## src/rtl/aes_io_pkg.sv

```systemverilog
// Shared constants for the AES top's user I/O: display geometry and the
// active-low 7-segment glyphs for hex digits, bit order {g,f,e,d,c,b,a}.
package aes_io_pkg;

    localparam int NUM_DIGITS = 4;
    localparam int NIBBLE_W   = 4;
    localparam int SEG_W      = 7;
    localparam int WORD_W     = NUM_DIGITS * NIBBLE_W;

    typedef logic [$clog2(NUM_DIGITS)-1:0] digit_idx_t;

    localparam logic [SEG_W-1:0] SEG_BLANK = 7'h7F;

    localparam logic [SEG_W-1:0] HEX7_0 = 7'b1000000;
    localparam logic [SEG_W-1:0] HEX7_1 = 7'b1111001;
    localparam logic [SEG_W-1:0] HEX7_2 = 7'b0100100;
    localparam logic [SEG_W-1:0] HEX7_3 = 7'b0110000;
    localparam logic [SEG_W-1:0] HEX7_4 = 7'b0011001;
    localparam logic [SEG_W-1:0] HEX7_5 = 7'b0010010;
    localparam logic [SEG_W-1:0] HEX7_6 = 7'b0000010;
    localparam logic [SEG_W-1:0] HEX7_7 = 7'b1111000;
    localparam logic [SEG_W-1:0] HEX7_8 = 7'b0000000;
    localparam logic [SEG_W-1:0] HEX7_9 = 7'b0010000;
    localparam logic [SEG_W-1:0] HEX7_A = 7'b0001000;
    localparam logic [SEG_W-1:0] HEX7_B = 7'b0000011;
    localparam logic [SEG_W-1:0] HEX7_C = 7'b1000110;
    localparam logic [SEG_W-1:0] HEX7_D = 7'b0100001;
    localparam logic [SEG_W-1:0] HEX7_E = 7'b0000110;
    localparam logic [SEG_W-1:0] HEX7_F = 7'b0001110;

endpackage

```

## src/rtl/hex_to_7seg.sv

```systemverilog
// Combinational nibble to active-low 7-segment pattern decoder.
module hex_to_7seg
    import aes_io_pkg::*;
(
    input  logic [NIBBLE_W-1:0] nibble_i,
    output logic [SEG_W-1:0]    seg_n_o
);

    always_comb begin
        seg_n_o = SEG_BLANK;
        case (nibble_i)
            4'h0: seg_n_o = HEX7_0;
            4'h1: seg_n_o = HEX7_1;
            4'h2: seg_n_o = HEX7_2;
            4'h3: seg_n_o = HEX7_3;
            4'h4: seg_n_o = HEX7_4;
            4'h5: seg_n_o = HEX7_5;
            4'h6: seg_n_o = HEX7_6;
            4'h7: seg_n_o = HEX7_7;
            4'h8: seg_n_o = HEX7_8;
            4'h9: seg_n_o = HEX7_9;
            4'hA: seg_n_o = HEX7_A;
            4'hB: seg_n_o = HEX7_B;
            4'hC: seg_n_o = HEX7_C;
            4'hD: seg_n_o = HEX7_D;
            4'hE: seg_n_o = HEX7_E;
            4'hF: seg_n_o = HEX7_F;
            default: seg_n_o = SEG_BLANK;
        endcase
    end

endmodule

```

## src/rtl/user_output_display.sv

```systemverilog
// Latches a 16-bit result and scans it as 4 hex digits on a multiplexed
// common-anode display; frame_done marks one complete showing of a fresh word.
module user_output_display
    import aes_io_pkg::*;
#(
    parameter  int REFRESH_DIV = 50000,
    localparam int CNT_W       = $clog2(REFRESH_DIV)
) (
    input  logic              clk,
    input  logic              rst_n,
    input  logic [WORD_W-1:0] data_in,
    input  logic              data_valid,
    input  logic              hold,
    input  logic              blank,
    output logic [NUM_DIGITS-1:0] an_n,
    output logic [SEG_W-1:0]  seg_n,
    output logic              dp_n,
    output logic [WORD_W-1:0] disp_reg,
    output logic              frame_done
);

    localparam logic [CNT_W-1:0] DIV_MAX    = CNT_W'(REFRESH_DIV - 1);
    localparam digit_idx_t       LAST_DIGIT = digit_idx_t'(NUM_DIGITS - 1);

    logic [CNT_W-1:0]      div_q, div_d;
    digit_idx_t            idx_q, idx_d;
    logic                  pending_q, pending_d;
    logic [WORD_W-1:0]     disp_q, disp_d;
    logic                  fd_q, fd_d;
    logic [NUM_DIGITS-1:0] an_q, an_d;
    logic [SEG_W-1:0]      seg_q, seg_d;
    logic                  dp_q, dp_d;
    logic [NIBBLE_W-1:0]   nibble;
    logic [SEG_W-1:0]      hex_seg;
    logic                  latch;
    logic                  wrap;

    assign latch = data_valid && !hold;
    assign wrap  = (div_q == DIV_MAX);

    // A new latch takes priority over the digit wrap, so a word replaced on its
    // final edge never reports frame_done.
    always_comb begin
        disp_d    = disp_q;
        div_d     = div_q + 1'b1;
        idx_d     = idx_q;
        pending_d = pending_q;
        fd_d      = 1'b0;
        if (latch) begin
            disp_d    = data_in;
            div_d     = '0;
            idx_d     = '0;
            pending_d = 1'b1;
        end else if (wrap) begin
            div_d = '0;
            idx_d = idx_q + 1'b1;
            if (idx_q == LAST_DIGIT && pending_q) begin
                pending_d = 1'b0;
                fd_d      = 1'b1;
            end
        end
    end

    always_comb begin
        nibble = disp_q[3:0];
        case (idx_q)
            2'd1:    nibble = disp_q[7:4];
            2'd2:    nibble = disp_q[11:8];
            2'd3:    nibble = disp_q[15:12];
            default: nibble = disp_q[3:0];
        endcase
    end

    hex_to_7seg u_hex (
        .nibble_i (nibble),
        .seg_n_o  (hex_seg)
    );

    always_comb begin
        an_d  = blank ? '1 : ~(NUM_DIGITS'(1) << idx_q);
        seg_d = blank ? SEG_BLANK : hex_seg;
        dp_d  = ~(hold && (idx_q == LAST_DIGIT) && !blank);
    end

    always_ff @(posedge clk or negedge rst_n) begin
        if (!rst_n) begin
            div_q     <= '0;
            idx_q     <= '0;
            pending_q <= 1'b0;
            disp_q    <= '0;
            fd_q      <= 1'b0;
            an_q      <= '1;
            seg_q     <= SEG_BLANK;
            dp_q      <= 1'b1;
        end else begin
            div_q     <= div_d;
            idx_q     <= idx_d;
            pending_q <= pending_d;
            disp_q    <= disp_d;
            fd_q      <= fd_d;
            an_q      <= an_d;
            seg_q     <= seg_d;
            dp_q      <= dp_d;
        end
    end

    assign an_n       = an_q;
    assign seg_n      = seg_q;
    assign dp_n       = dp_q;
    assign disp_reg   = disp_q;
    assign frame_done = fd_q;

endmodule

```

## config.mk

```make
export PLATFORM = sky130hd
export DESIGN_NAME = user_output_display
export DESIGN_NICKNAME = d
export VERILOG_FILES = /design/src/rtl/aes_io_pkg.sv /design/src/rtl/hex_to_7seg.sv /design/src/rtl/user_output_display.sv
export SDC_FILE = /design/constraint.sdc
export NUM_CORES = 1
export LEC_CHECK = 0
export CAP_MARGIN = 5
export CORE_ASPECT_RATIO = 1.4
export CORE_MARGIN = 2
export CORE_UTILIZATION = 40
export DETAILED_ROUTE_END_ITERATION = 8
export PLACE_DENSITY = 0.69
export SLEW_MARGIN = 15
export SYNTH_ARGS = -nofsm -noshare
export SYNTH_HDL_FRONTEND = slang
export SYNTH_SLANG_ARGS = --single-unit
export TNS_END_PERCENT = 50
```

## constraint.sdc

```tcl
create_clock -name clk -period 5.15 [get_ports clk]
set_input_delay 1.545 -clock clk [delete_from_list [all_inputs] [get_ports clk]]
set_output_delay 1.545 -clock clk [all_outputs]
set_load 0.03 [all_outputs]
```

==> results_dict.tcl <==
set metrics [dict create \
    status "finished clean" \
    slew_violations 0 \
    clkPwrFrac_pct 23.9 \
    cts-resized-gates 0 \
    yosysSeqAreaShare_pct 51.59 \
    core.rowCount 33 \
    relSlewSlack_pct 31.63 \
    path_clk_slew_ns 0.09 \
    grt_start_max_net_pins 49 \
    critical_path.slowest_cell "clkdlybuf4s50_1" \
    period_needed_ns 3.030 \
    critPathMaxStageDelay_ns 0.66 \
    p_comb_share_pct 26.0 \
    layout_setup_ws_ns 2.120 \
    leakagePower_nw 1.259 \
    post_cts_buffers 0 \
    cts_tree "yes" \
    n_fill_cell 540 \
    startpoint_type "register" \
    synth_area_per_cell_sq_um 11.17 \
    finalHoldViolations 0 \
    die_w_um 68.88 \
    cts-htree-levels 2 \
    fin_nets 293 \
    dr_total_vias 1703 \
    firstDrtPassIters 4 \
    start_util_pct 40.78 \
    ys_ff_latch 48 \
    gp_congestion 0.7806 \
    synth_area_sq_um 2357 \
    cts_sinks 48 \
    cts-root-buf "clkbuf_8" \
    switching_power_w 0.0002796 \
    tightestPinTransition_ns 0.9970 \
    cts_made_buffers 5 \
    synthCells 211 \
    crit_type "register to primary output" \
    crit_chain "clkdlybuf4s50_1" \
    routed_wl_um 4687 \
    postRouteAntennaNets 0 \
    die_y_um 94.83 \
    rr_worst_depth 9 \
    clock_latency_ns 0.29 \
    drive_above_1_share_pct 14.56 \
    powerDensity_nw_per_um2 302.1 \
    mostFrequentLayoutCells "clkdlybuf4s50_1 (48), dfrtp_1 (36), nor2_1 (19)" \
    final.setup.tns_ns 0 \
    min_path_type "register to register" \
    peakVddDrop_mv 0.1441 \
    final_core_util_pct 51.77 \
    antenna_found_initial 0 \
    whs_path_depth 1 \
    finalCritPeriodShare_pct 58.84 \
    path_buf_inv 1 \
    end_kind "primary output" \
    pre_cts_slack_ns 2.000 \
    p_seq_share_pct 50.1 \
    cp.required_ns 3.61 \
    drt-initial-drc-count 113 \
    core_sq_um 5781 \
    dpl.hpwl_um 3404 \
    remaining_drc_errors 0 \
    dieArea_sq_um 6532 \
    finalSetupViolations 0 \
    gr-total-overflow 0 \
    hold_start "pending_q$_DFFE_PN0P_" \
    grt_pass1_vias 1674 \
    skew_ns 0.01025 \
    rsz0062_at_grt "false" \
    via_per_inst 5.145 \
    port_buffers 49 \
    wire_per_inst_um 14.16 \
    diodes 0 \
    switching_share_pct 30.93 \
    p_int_w 0.0006244 \
    synthDistinctLibCells 38 \
    final_common_cell "clkdlybuf4s50_1" \
    crit_fanout 1 \
    cp.arrival_ns 1.49 \
    area_growth_pct 26.96 \
    postCtsHoldBufs 0 \
    fmax_ghz 0.3300 \
    clockBufferDepth 2 \
    r2r-start "idx_q[0]$_DFFE_PN0P_" \
    r2r-end "seg_n[1]$_DFF_PN1_" \
    crit_family "buffers and inverters" \
    hold_path_end "pending_q$_DFFE_PN0P_" \
    rrSetupSlack_ns 2.79 \
    io_pins 50 \
    track_usage_pct 15.55 \
    synth.net_count 244 \
    ys_warn_count 0 \
    grt_pass1_wl_um 7714 \
    maxCapViolations 0 \
]
[how the worst max path moves through the flow]
stage	from	end	slack (ns)	cells after the start
after CTS	an_n[0]$_DFF_PN1_	an_n[0]	2.11	1
after global routing	seg_n[6]$_DFF_PN1_	seg_n[6]	2.08	1
after floorplan	data_valid	disp_reg[10]$_DFFE_PN0P_	2.45	4
final	an_n[0]$_DFF_PN1_	an_n[0]	2.12	1
after detailed placement	data_valid	disp_reg[13]$_DFFE_PN0P_	2.00	4
after global placement	data_valid	disp_reg[10]$_DFFE_PN0P_	2.02	4
[power groups by stage]
stage / combinational [W] / clock [W] / sequential (W)
floorplan: 0.0000856 / 0 / 0.000512
global placement: 0.000231 / 0 / 0.000459
detailed placement: 0.000233 / 0 / 0.000460
CTS: 0.000235 / 0.000223 / 0.000453
global route: 0.000257 / 0.000236 / 0.000459
finish: 0.000235 / 0.000216 / 0.000453
[kinds of logic after synthesis]
logic type               after synthesis  share of synthesized area, %
flip-flops                            48                         51.59
AO/OA/AOI/OAI                         25                         7.006
AND/OR/NAND/NOR                       67                         15.13
buffers and inverters                 23                         4.618
adder cells (fa/ha/maj)               12                         6.369
XOR/XNOR                              14                         5.202
multiplexers                          22                         10.09
[per-stage QoR]
step	hold WS, ns	cells	total power, W	area, sq um
4_1_cts	0.4795	330	0.0009121	2965
5_1_grt	0.4944	331	0.0009512	2993
2_1_floorplan	0.4416	211	0.0005974	2357
3_3_place_gp	0.4539	322	0.0006896	2884
3_5_place_dp	0.4587	322	0.0006936	2884
6_report	0.4746	331	0.0009040	2993
[synth_stat cells]
master / instances / area, sq um
nand2b_1: 4 / 25.02
a21oi_1: 3 / 15.01
a222oi_1: 4 / 40.04
or4_4: 1 / 11.26
o21ai_0: 9 / 45.04
nand2b_2: 1 / 8.760
a21o_1: 1 / 7.510
xor2_1: 5 / 43.79
a211o_1: 1 / 8.760
clkbuf_1: 6 / 22.52
nor2_1: 19 / 71.32
buf_6: 3 / 33.78
nand4b_1: 1 / 8.760
xnor2_1: 9 / 78.83
ha_1: 12 / 150.1
a211oi_1: 1 / 7.510
o31ai_1: 1 / 7.510
nor4_1: 3 / 18.77
inv_1: 14 / 52.55
nand3b_1: 1 / 7.510
dfstp_2: 12 / 315.3
nand2_1: 12 / 45.04
nor3_1: 3 / 15.01
mux2i_1: 8 / 80.08
a31oi_1: 4 / 25.02
nand4_1: 5 / 31.28
a32oi_1: 1 / 8.760
nor4b_1: 1 / 8.760
and4_1: 1 / 8.760
or4_1: 1 / 7.510
and3_1: 2 / 12.51
nor3b_1: 1 / 7.510
mux2_2: 14 / 157.7
nor2b_1: 2 / 12.51
or4b_1: 2 / 20.02
nand3_1: 6 / 30.03
dfrtp_1: 36 / 900.9
or3_1: 1 / 6.260
[final cells by class]
cell class / count / area, sq um / area share [%]
Multi-Input combinational cell: 140 / 1035 / 34.57
Sequential cell: 48 / 1216 / 40.64
Timing Repair Buffer: 51 / 520.5 / 17.39
Tap cell: 70 / 87.58 / 2.926
Inverter: 14 / 52.55 / 1.756
Clock inverter: 1 / 5.005 / 0.1672
Clock buffer: 7 / 76.32 / 2.550
[worst register-to-register path: stages, from the launching register on]
cell,delay (ns)
dfrtp_1,0.40
inv_1,0.14
ha_1,0.28
a222oi_1,0.15
mux2i_1,0.41
inv_1,0.19
ha_1,0.31
inv_1,0.07
nor3_1,0.05
a211o_1,0.30
[layer usage]
layer  global-route usage (%)  vias up  part of all wire, %
li1                         -      831                    -
met1                    18.00      821                   39
met2                    27.64       43                   53
met3                    3.695        8                  5.3
met4                    4.739        0                  2.1
met5                        0        -                    0
Power figures use the tool's default switching activity.
